### src/rtl/branch_seq_pkg.sv
// Shared types, FSM state encoding and opcode predicates for branch_seq.
package opcodes;

    typedef logic [31:0] instruction_t;
    typedef logic [31:0] register_t;

    // An instruction pattern matches when (instr & mask) == match.
    typedef struct packed {
        logic [31:0] mask;
        logic [31:0] match;
    } insn_pattern_t;

    localparam insn_pattern_t M_JAL  = '{mask: 32'h0000_007F, match: 32'h0000_006F};
    localparam insn_pattern_t M_JALR = '{mask: 32'h0000_707F, match: 32'h0000_0067};
    localparam insn_pattern_t M_BEQ  = '{mask: 32'h0000_707F, match: 32'h0000_0063};
    localparam insn_pattern_t M_BNE  = '{mask: 32'h0000_707F, match: 32'h0000_1063};
    localparam insn_pattern_t M_BLT  = '{mask: 32'h0000_707F, match: 32'h0000_4063};
    localparam insn_pattern_t M_BGE  = '{mask: 32'h0000_707F, match: 32'h0000_5063};
    localparam insn_pattern_t M_BLTU = '{mask: 32'h0000_707F, match: 32'h0000_6063};
    localparam insn_pattern_t M_BGEU = '{mask: 32'h0000_707F, match: 32'h0000_7063};

    typedef enum logic [2:0] {
        S_IDLE,
        S_ISSUE,
        S_RESOLVE,
        S_FLUSH,
        S_WB
    } seq_state_t;

    function automatic logic insn_match(input instruction_t instr, input insn_pattern_t pat);
        return (instr & pat.mask) == pat.match;
    endfunction

    // Any instruction that can change the PC other than by +4.
    function automatic logic is_ctrl(input instruction_t instr);
        return insn_match(instr, M_JAL)  || insn_match(instr, M_JALR) ||
               insn_match(instr, M_BEQ)  || insn_match(instr, M_BNE)  ||
               insn_match(instr, M_BLT)  || insn_match(instr, M_BGE)  ||
               insn_match(instr, M_BLTU) || insn_match(instr, M_BGEU);
    endfunction

    // Jumps that write a link address to a real register (x0 discards it).
    function automatic logic is_link(input instruction_t instr);
        return (insn_match(instr, M_JAL) || insn_match(instr, M_JALR)) &&
               (instr[11:7] != 5'd0);
    endfunction

    // The flush counter is 4 bits wide and must run at least one cycle.
    function automatic logic flush_cycles_legal(input int n);
        return (n >= 1) && (n <= 15);
    endfunction

endpackage

### src/rtl/branch_seq_sat_counter.sv
// Saturating up-counter used for the performance monitors.
module sat_counter #(
    parameter int W = 16
) (
    input  logic         clk,
    input  logic         rst_n,
    input  logic         inc,
    input  logic         clr,
    output logic [W-1:0] count
);

    localparam logic [W-1:0] ONE  = {{(W-1){1'b0}}, 1'b1};
    localparam logic [W-1:0] FULL = {W{1'b1}};

    logic [W-1:0] count_reg;

    // Count up on inc, hold at all-ones instead of wrapping.
    always_ff @(posedge clk or negedge rst_n) begin
        if (!rst_n) begin
            count_reg <= '0;
        end else if (clr) begin
            count_reg <= '0;
        end else if (inc && (count_reg != FULL)) begin
            count_reg <= count_reg + ONE;
        end
    end

    assign count = count_reg;

endmodule

### src/rtl/branch_seq.sv
// Control sequencer between decode and branch_unit: issues one instruction,
// resolves taken/not-taken, redirects and flushes fetch, and writes back links.
module branch_seq
    import opcodes::*;
#(
    parameter int FLUSH_CYCLES = 2,
    parameter int CNT_W        = 16
) (
    input  logic               clk,
    input  logic               rst_n,
    input  logic               in_valid,
    output logic               in_ready,
    input  instruction_t       in_instr,
    input  register_t          in_op1,
    input  register_t          in_op2,
    input  register_t          in_op3,
    output logic               bu_enable,
    output instruction_t       bu_instr,
    output register_t          bu_op1,
    output register_t          bu_op2,
    output register_t          bu_op3,
    input  logic [31:0]        bu_pc,
    input  logic [31:0]        bu_ret_addr,
    output logic               fetch_redirect,
    output logic [31:0]        fetch_target,
    output logic               fetch_flush,
    output logic               wb_valid,
    input  logic               wb_ready,
    output logic [4:0]         wb_rd,
    output logic [31:0]        wb_data,
    output logic               misalign_err,
    output logic [CNT_W-1:0]   retire_cnt,
    output logic [CNT_W-1:0]   taken_cnt
);

    generate
        if (!flush_cycles_legal(FLUSH_CYCLES)) begin : g_bad_flush_cycles
            $error("branch_seq: FLUSH_CYCLES must be in 1..15");
        end
    endgenerate

    localparam logic [3:0] FLUSH_LOAD = 4'(FLUSH_CYCLES);

    seq_state_t   state_reg, state_next;
    logic [3:0]   flush_cnt_reg, flush_cnt_next;
    logic [31:0]  fetch_target_reg, fetch_target_next;
    logic         fetch_redirect_reg, fetch_redirect_next;
    logic [31:0]  wb_data_reg, wb_data_next;

    instruction_t instr_reg;
    register_t    op1_reg, op2_reg, op3_reg;
    logic [31:0]  start_pc_reg;
    logic         is_link_reg;
    logic         is_ctrl_reg;

    logic         accept;
    logic         misaligned;
    logic         taken;
    logic         retire_inc;
    logic         taken_inc;

    // Only control instructions can be taken; everything else just steps by 4.
    assign misaligned = (bu_pc[1:0] != 2'b00);
    assign taken      = is_ctrl_reg && (bu_pc != (start_pc_reg + 32'd4));

    // State and per-state registers; reset forces IDLE at any time.
    always_ff @(posedge clk or negedge rst_n) begin
        if (!rst_n) begin
            state_reg          <= S_IDLE;
            flush_cnt_reg      <= 4'd0;
            fetch_target_reg   <= 32'd0;
            fetch_redirect_reg <= 1'b0;
            wb_data_reg        <= 32'd0;
        end else begin
            state_reg          <= state_next;
            flush_cnt_reg      <= flush_cnt_next;
            fetch_target_reg   <= fetch_target_next;
            fetch_redirect_reg <= fetch_redirect_next;
            wb_data_reg        <= wb_data_next;
        end
    end

    // Next-state logic and one-cycle strobes.
    always_comb begin
        state_next          = state_reg;
        flush_cnt_next      = flush_cnt_reg;
        fetch_target_next   = fetch_target_reg;
        fetch_redirect_next = 1'b0;
        wb_data_next        = wb_data_reg;
        accept              = 1'b0;
        retire_inc          = 1'b0;
        taken_inc           = 1'b0;
        misalign_err        = 1'b0;

        case (state_reg)
            S_IDLE: begin
                if (in_valid) begin
                    accept     = 1'b1;
                    state_next = S_ISSUE;
                end
            end
            S_ISSUE: begin
                state_next = S_RESOLVE;
            end
            S_RESOLVE: begin
                if (misaligned) begin
                    misalign_err = 1'b1;
                    state_next   = S_IDLE;
                end else begin
                    retire_inc   = 1'b1;
                    wb_data_next = bu_ret_addr;
                    if (taken) begin
                        taken_inc           = 1'b1;
                        fetch_target_next   = bu_pc;
                        fetch_redirect_next = 1'b1;
                        flush_cnt_next      = FLUSH_LOAD;
                        state_next          = S_FLUSH;
                    end else if (is_link_reg) begin
                        state_next = S_WB;
                    end else begin
                        state_next = S_IDLE;
                    end
                end
            end
            S_FLUSH: begin
                flush_cnt_next = flush_cnt_reg - 4'd1;
                if (flush_cnt_reg <= 4'd1) begin
                    state_next = is_link_reg ? S_WB : S_IDLE;
                end
            end
            S_WB: begin
                if (wb_ready) begin
                    state_next = S_IDLE;
                end
            end
            default: begin
                state_next = S_IDLE;
            end
        endcase
    end

    // Capture the accepted instruction, operands and its starting PC.
    always_ff @(posedge clk or negedge rst_n) begin
        if (!rst_n) begin
            instr_reg    <= '0;
            op1_reg      <= '0;
            op2_reg      <= '0;
            op3_reg      <= '0;
            start_pc_reg <= 32'd0;
            is_link_reg  <= 1'b0;
            is_ctrl_reg  <= 1'b0;
        end else if (accept) begin
            instr_reg    <= in_instr;
            op1_reg      <= in_op1;
            op2_reg      <= in_op2;
            op3_reg      <= in_op3;
            start_pc_reg <= bu_pc;
            is_link_reg  <= is_link(in_instr);
            is_ctrl_reg  <= is_ctrl(in_instr);
        end
    end

    sat_counter #(.W(CNT_W)) u_retire_cnt (
        .clk   (clk),
        .rst_n (rst_n),
        .inc   (retire_inc),
        .clr   (1'b0),
        .count (retire_cnt)
    );

    sat_counter #(.W(CNT_W)) u_taken_cnt (
        .clk   (clk),
        .rst_n (rst_n),
        .inc   (taken_inc),
        .clr   (1'b0),
        .count (taken_cnt)
    );

    // in_ready is gated by rst_n so it reads 0 while reset is held.
    assign in_ready       = rst_n && (state_reg == S_IDLE);
    assign bu_enable      = (state_reg == S_ISSUE);
    assign fetch_flush    = (state_reg == S_FLUSH);
    assign wb_valid       = (state_reg == S_WB);
    assign fetch_redirect = fetch_redirect_reg;
    assign fetch_target   = fetch_target_reg;
    assign bu_instr       = instr_reg;
    assign bu_op1         = op1_reg;
    assign bu_op2         = op2_reg;
    assign bu_op3         = op3_reg;
    assign wb_rd          = instr_reg[11:7];
    assign wb_data        = wb_data_reg;

endmodule

### config.mk
export PLATFORM = sky130hd
export DESIGN_NAME = branch_seq
export DESIGN_NICKNAME = d
export VERILOG_FILES = /design/src/rtl/branch_seq_pkg.sv /design/src/rtl/branch_seq_sat_counter.sv /design/src/rtl/branch_seq.sv
export SDC_FILE = /design/constraint.sdc
export NUM_CORES = 1
export LEC_CHECK = 0
export ABC_CLOCK_PERIOD_IN_PS = 5100
export CORE_AREA = 2 2 267 137
export CTS_BUF_LIST = sky130_fd_sc_hd__clkbuf_8
export DETAILED_ROUTE_END_ITERATION = 10
export DIE_AREA = 0 0 269 139
export GPL_ROUTABILITY_DRIVEN = 1
export PLACE_DENSITY = 0.67
export SYNTH_ARGS = -nofsm -noshare
export SYNTH_HDL_FRONTEND = slang
export SYNTH_HIERARCHICAL = 1
export SYNTH_SLANG_ARGS = --single-unit
### constraint.sdc
create_clock -name clk -period 5.1 [get_ports clk]
set_clock_uncertainty 0.15 [all_clocks]
set_input_delay 1.02 -clock clk [delete_from_list [all_inputs] [get_ports clk]]
set_output_delay 1.02 -clock clk [all_outputs]
set_load 0.05 [all_outputs]
==> results.json, run 1 <==
{
  "vias_per_cell": 4.80,
  "place.gp.congestion": 0.838,
  "tns_ps": 0,
  "layout_commonest_cell": "nand2_1",
  "cts_buffer_depth": 3,
  "p_int_uw": 5520,
  "swShare": 0.482,
  "drtIter0Drc": 778,
  "fp.dieH_um": 139,
  "drv_cap": 0,
  "synthArstFlopShare": 1.00,
  "yosysWarnings": 6,
  "clkSlewWorstSetupHoldPaths_ps": 70,
  "wl_per_cell_um": 17.4,
  "status": "complete, no violations",
  "clock-sinks": 266,
  "slew_headroom": 0.330,
  "final_cell_mix": "nand2_1 (600), clkdlybuf4s50_1 (429), dfrtp_1 (266), clkbuf_8 (50)",
  "worstReg2RegEnd": "u_taken_cnt/count[3]$_DFFE_PN0P_",
  "cts-root-buf": "clkbuf_8",
  "required_ps": 5420,
  "multiInputGateArea_um2": 5060,
  "crit_start": "start_pc_reg[2]$_DFFE_PN0P_",
  "syn_inst": 1313,
  "rr_worst_depth": 13,
  "p_clk_frac": 0.163,
  "crit-reg2reg-launch": "start_pc_reg[2]$_DFFE_PN0P_",
  "dieArea_um2": 37400,
  "synth_area_leader_cell": "dfrtp_1",
  "power.density_nw_per_um2": 605,
  "p_switching_uw": 5140,
  "seq_power_share": 0.325,
  "first_pass_iters": 5,
  "p_leak_uw": 0.00823,
  "highest_layer": "met5",
  "placementRows": 49,
  "synth_edf_count": 0,
  "synth_area_leaders": "dfrtp_1 (55%), nand2_1 (19%), mux2_4 (3.1%)",
  "synthesis.area_um2": 12100,
  "drive_gt1_frac": 0.0757,
  "grt_pass1_vias": 11043,
  "dp_cells": 2171,
  "pwr-share-comb": 0.512,
  "min_period_over_period": 0.853,
  "port_buffers": 430,
  "syn2layout_area_growth_pct": 45.1,
  "r2r_slack_ps": 750,
  "synth-main-ff-cell": "dfrtp_1",
  "grt_usage": 0.210,
  "place_hpwl_um": 27600,
  "top_level_ports": 431,
  "grt_pass1_wl_um": 62200,
  "gr-total-overflow": 0,
  "hold_viol": 0,
  "routed_wl_um": 39100,
  "synth_cell_types": 70,
  "clk_latency_ps": 550,
  "cts_tree": "yes",
  "ir_drop_v": 0.000460,
  "crit_arrival_ps": 4670,
  "finalMaxSlewViolations": 0,
  "utilization": 0.499,
  "ys_seq_elements": 266,
  "n_antenna_cell": 0,
  "route.layer.met1.wl_um": 17900,
  "min_period_ps": 4350,
  "antenna_found_initial": 2,
  "fillers": 3257,
  "tightest_slew_ps": 1000,
  "rsz0062_at_grt": "no",
  "layout.nets": 1931,
  "hold_slack_ps": 168,
  "ys_seq_area_frac": 0.549,
  "drc": 0,
  "core_area_um2": 35300,
  "syn_avg_cell_area_um2": 9.24,
  "die_w_um": 269,
  "cts_resized": 0,
  "seqCellArea_um2": 6660,
  "vias": 10747,
  "start_util": 0.344,
  "ant_nets": 0,
  "hold_buffers": 0,
  "grt_max_degree": 116,
  "setup.worst_path.end_class": "flip-flop",
  "hold_class": "input pin to asynchronous set/reset pin",
  "setup.worst_path.end": "u_taken_cnt/count[3]$_DFFE_PN0P_",
  "stdcell_count": 2241,
  "path_max_fanout": 14,
  "setup_viol": 0,
  "post-cts-setup-buffer-count": 0,
  "htree_levels": 2,
  "route.met3.wl_um": 3180,
  "yosysTopAreaCellShare": 0.549,
  "crit_type": "flip-flop to flip-flop",
  "cp-start-kind": "flip-flop",
  "fmax_ghz": 0.230,
  "numCtsBuffers": 41,
  "dr_wl_met2_um": 17600
}
==> final cells by class <==
type,count,share of cell area
tap,484,0.0344
inverter,20,0.00427
clock inverter,20,0.00505
timing repair buffer,441,0.252
sequential,266,0.378
clock buffer,50,0.0391
multi-input combinational,960,0.287
==> through the flow <==
| step | worst slack (ps) | power [uW] | instance area (um2) |
|---|---|---|---|
| after floorplan | 1120 | 6940 | 12100 |
| after global routing | 529 | 11300 | 17600 |
| final | 748 | 10700 | 17600 |
| after detailed placement | 592 | 8950 | 16800 |
| after global placement | 629 | 8870 | 16800 |
| after CTS | 830 | 10800 | 17600 |
==> power groups by stage <==
stage | Sequential [uW] | Clock (uW) | Combinational, uW
floorplan | 5490 | 0 | 1450
global placement | 3430 | 0 | 5440
detailed placement | 3460 | 0 | 5490
CTS | 3450 | 1820 | 5500
global route | 3560 | 1920 | 5810
finish | 3460 | 1740 | 5460
==> Yosys cell counts, types with 8 or more instances <==
master,number
nor2_1,23
o21ai_0,15
xor2_1,14
nand3_1,18
o31ai_1,16
clkbuf_1,50
nand2_1,601
inv_1,19
mux2_4,25
mux2_1,8
nor4_1,14
or4_1,12
nor2b_1,9
dfrtp_1,266
a21oi_1,30
xnor2_1,26
nor3_1,12
nand4_1,20
==> per-layer routing <==
layer  track usage  vias to the layer above
met5             0                        -
met3        0.0621                       44
li1              -                     5146
met1         0.299                     5201
met2         0.320                      352
met4        0.0330                        4
==> worst max-delay path, stage by stage, from the launching register on <==
cell and delay, ps:
dfrtp_1 440, ha_1 250, nand4_1 360, nor3_1 600
nand2_1 160, o2111ai_1 210, nand3_1 140, and4bb_1 240
a211o_2 310, inv_1 160, inv_1 220, buf_4 230
or4_2 630, a21oi_1 170
==> worst min path at each step <==
stage | startpoint | to | slack (ps) | cells after the start
floorplan | is_link_reg$_DFFE_PN0P_ | is_link_reg$_DFFE_PN0P_ | 310 | 1
global placement | wb_data[23]$_DFFE_PN0P_ | wb_data[23]$_DFFE_PN0P_ | 310 | 2
detailed placement | bu_op3[10]$_DFFE_PN0P_ | bu_op3[10]$_DFFE_PN0P_ | 310 | 2
CTS | rst_n | start_pc_reg[26]$_DFFE_PN0P_ | 140 | 1
global route | rst_n | start_pc_reg[26]$_DFFE_PN0P_ | 140 | 1
finish | rst_n | start_pc_reg[26]$_DFFE_PN0P_ | 170 | 1
==> kinds of logic (layout without fill, tap and decap cells) <==
group           Yosys count  after routing  share of synthesized area
simple gates            770            770                      0.280
fa+ha+maj                 5              5                    0.00516
xor+xnor                 40             40                     0.0289
flops                   266            266                      0.549
buf+inv                  90            531                     0.0361
compound gates           98             98                     0.0531
other cells               1              4                   0.000309
mux                      43             43                     0.0472
Power figures use the tool's default switching activity.
==> run 2: changes to the inputs <==
--- a/config.mk
+++ b/config.mk
@@ -6,12 +6,13 @@
 export NUM_CORES = 1
 export LEC_CHECK = 0
 export ABC_CLOCK_PERIOD_IN_PS = 5100
-export CORE_AREA = 2 2 267 137
+export CORE_AREA = 2 2 231 119
 export CTS_BUF_LIST = sky130_fd_sc_hd__clkbuf_8
 export DETAILED_ROUTE_END_ITERATION = 10
-export DIE_AREA = 0 0 269 139
+export DIE_AREA = 0 0 233 121
 export GPL_ROUTABILITY_DRIVEN = 1
-export PLACE_DENSITY = 0.67
+export GPL_TIMING_DRIVEN = 0
+export PLACE_DENSITY = 0.85
 export SYNTH_ARGS = -nofsm -noshare
 export SYNTH_HDL_FRONTEND = slang
 export SYNTH_HIERARCHICAL = 1
==> results.json, run 2 (synthesis gave the netlist of run 1 again) <==
{
  "path_buf_inv": 7,
  "worst_path_largest_cell_delay_ps": 490,
  "dieArea_um2": 28200,
  "grt_pass1_vias": 11195,
  "min_period_ps": 4670,
  "worst-path-stages": 16,
  "setup.worst_path.end_class": "flip-flop",
  "fillers": 1988,
  "antenna_found_initial": 1,
  "layout.nets": 1992,
  "rsz0062_at_grt": "no",
  "grt_pass1_wl_um": 61400,
  "p_leak_uw": 0.00838,
  "ir_drop_v": 0.000548,
  "numCtsBuffers": 41,
  "crit_family": "buffers and inverters",
  "tns_ps": 0,
  "grt_max_degree": 110,
  "power.density_nw_per_um2": 613,
  "vias_per_cell": 5.12,
  "p_switching_uw": 5220,
  "crit_arrival_ps": 4990,
  "crit_chain": "clkdlybuf4s50_1 -> or3b_2 -> o21ai_0 -> a21oi_1 -> nor4_1 -> nand4_1 -> and4bb_1 -> a211o_1 -> buf_6 -> buf_6 -> inv_1 -> inv_1 -> clkbuf_1 -> clkbuf_2 -> o21ai_1 -> a21oi_1",
  "p_int_uw": 5680,
  "die_w_um": 233,
  "setup_viol": 0,
  "clock-sinks": 266,
  "routed_wl_um": 39400,
  "hold_class": "input pin to asynchronous set/reset pin",
  "vias": 11128,
  "p_clk_frac": 0.171,
  "fp.dieH_um": 121,
  "gr-total-overflow": 0,
  "crit_type": "input pin to flip-flop",
  "required_ps": 5420,
  "hold_buffers": 0,
  "fmax_ghz": 0.214,
  "start_util": 0.464,
  "tightest_slew_ps": 719,
  "post-cts-setup-buffer-count": 0,
  "top_level_ports": 431,
  "wl_per_cell_um": 18.1,
  "cts_buffer_depth": 3,
  "first_pass_iters": 5,
  "hold_viol": 0,
  "final_cell_mix": "nand2_1 (601), clkdlybuf4s50_1 (429), dfrtp_1 (266), clkbuf_8 (54), clkbuf_1 (49)",
  "seq_power_share": 0.315,
  "ant_nets": 0,
  "slowest_stage": "clkdlybuf4s50_1",
  "drive_gt1_frac": 0.0775,
  "syn2layout_area_growth_pct": 46.7,
  "finalMaxSlewViolations": 0,
  "status": "complete, no violations",
  "slew_headroom": 0.521,
  "drtIter0Drc": 853,
  "path_max_fanout": 10,
  "drv_cap": 0,
  "swShare": 0.479,
  "grt_usage": 0.279,
  "min_period_over_period": 0.916,
  "port_buffers": 430,
  "drc": 0,
  "cts_tree": "yes",
  "cp-start-kind": "input pin",
  "pwr-share-comb": 0.515,
  "clk_latency_ps": 560,
  "rr_worst_depth": 16,
  "utilization": 0.681,
  "place.gp.congestion": 0.898,
  "placementRows": 42,
  "htree_levels": 2,
  "layout_commonest_cell": "nand2_1",
  "core_area_um2": 26100,
  "clkSlewWorstSetupHoldPaths_ps": 70,
  "place_hpwl_um": 29000,
  "cts-root-buf": "clkbuf_8"
}
-- run 2: changes by cell type in the layout (fill, tap and decap cells not counted), moves of 2 or more --
cell      change
clkbuf_8      +4
buf_4         -2
buf_2         +6
buf_6         +5
clkbuf_1     +49
buf_16        +2
clkinv_2      -6
-- run 2: worst paths after layout --
kind	from	end	slack, ps
min reg2reg	bu_instr[30]$_DFFE_PN0P_	bu_instr[30]$_DFFE_PN0P_	320
max	bu_pc[4]	u_taken_cnt/count[1]$_DFFE_PN0P_	430
max in group asynchronous	rst_n	bu_op2[25]$_DFFE_PN0P_	3190
min in group clk	bu_instr[30]$_DFFE_PN0P_	bu_instr[30]$_DFFE_PN0P_	320
max reg2reg	start_pc_reg[2]$_DFFE_PN0P_	u_taken_cnt/count[1]$_DFFE_PN0P_	520
min	rst_n	fetch_target[12]$_DFFE_PN0P_	250
-- run 2: worst reg2reg max path: cells and delay by family (launching register included) --
| kind | cells | cell delay, ps |
|---|---|---|
| and+or+nand+nor | 5 | 1760 |
| buffers and inverters | 6 | 1290 |
| AOI/OAI and AO/OA | 4 | 650 |
| DFF | 1 | 420 |
| adders and majority gates | 1 | 230 |
-- run 2: layout make-up --
cell class,instances,area [um2],area share
Sequential cell,266,6660,0.374
Multi-Input combinational cell,960,5050,0.284
Timing Repair Buffer,432,4360,0.245
Clock buffer,54,743,0.0418
Tap cell,352,440,0.0248
Buffer,70,364,0.0205
Clock inverter,17,100,0.00563
Inverter,20,75.1,0.00422
Antenna cell,1,2.50,0.000141
-- run 2: repair_timing --
action                                  4_1_cts  5_1_grt
endpoints found under the setup margin        0        1
endpoints found under the hold margin         0        0
resized for setup                             0        2
-- run 2: metal layers --
| metal | wire (um) | track usage |
|---|---|---|
| met5 | 0 | 0 |
| met4 | 1230 | 0.100 |
| met3 | 2380 | 0.0707 |
| met2 | 19300 | 0.463 |
| met1 | 16500 | 0.357 |
-- run 2: power groups by stage --
stage	registers, uW	clock network [uW]	logic [uW]
floorplan	5490	0	1450
global placement	3410	0	5520
detailed placement	3430	0	5610
CTS	3410	1900	5630
global route	3510	2000	5940
finish	3430	1860	5610
-- run 2: metrics by stage --
step                      setup WS [ps]  area [um2]  cells  hold slack, ps  power [uW]
after detailed placement          -86.2       16900   2100             311        9040
after floorplan                    1120       12100   1316             315        6940
final                               429       17800   2172             245       10900
after global routing                165       17800   2172             255       11400
after global placement            -8750       16900   2098             306        8930
after CTS                           420       17800   2171             231       10900
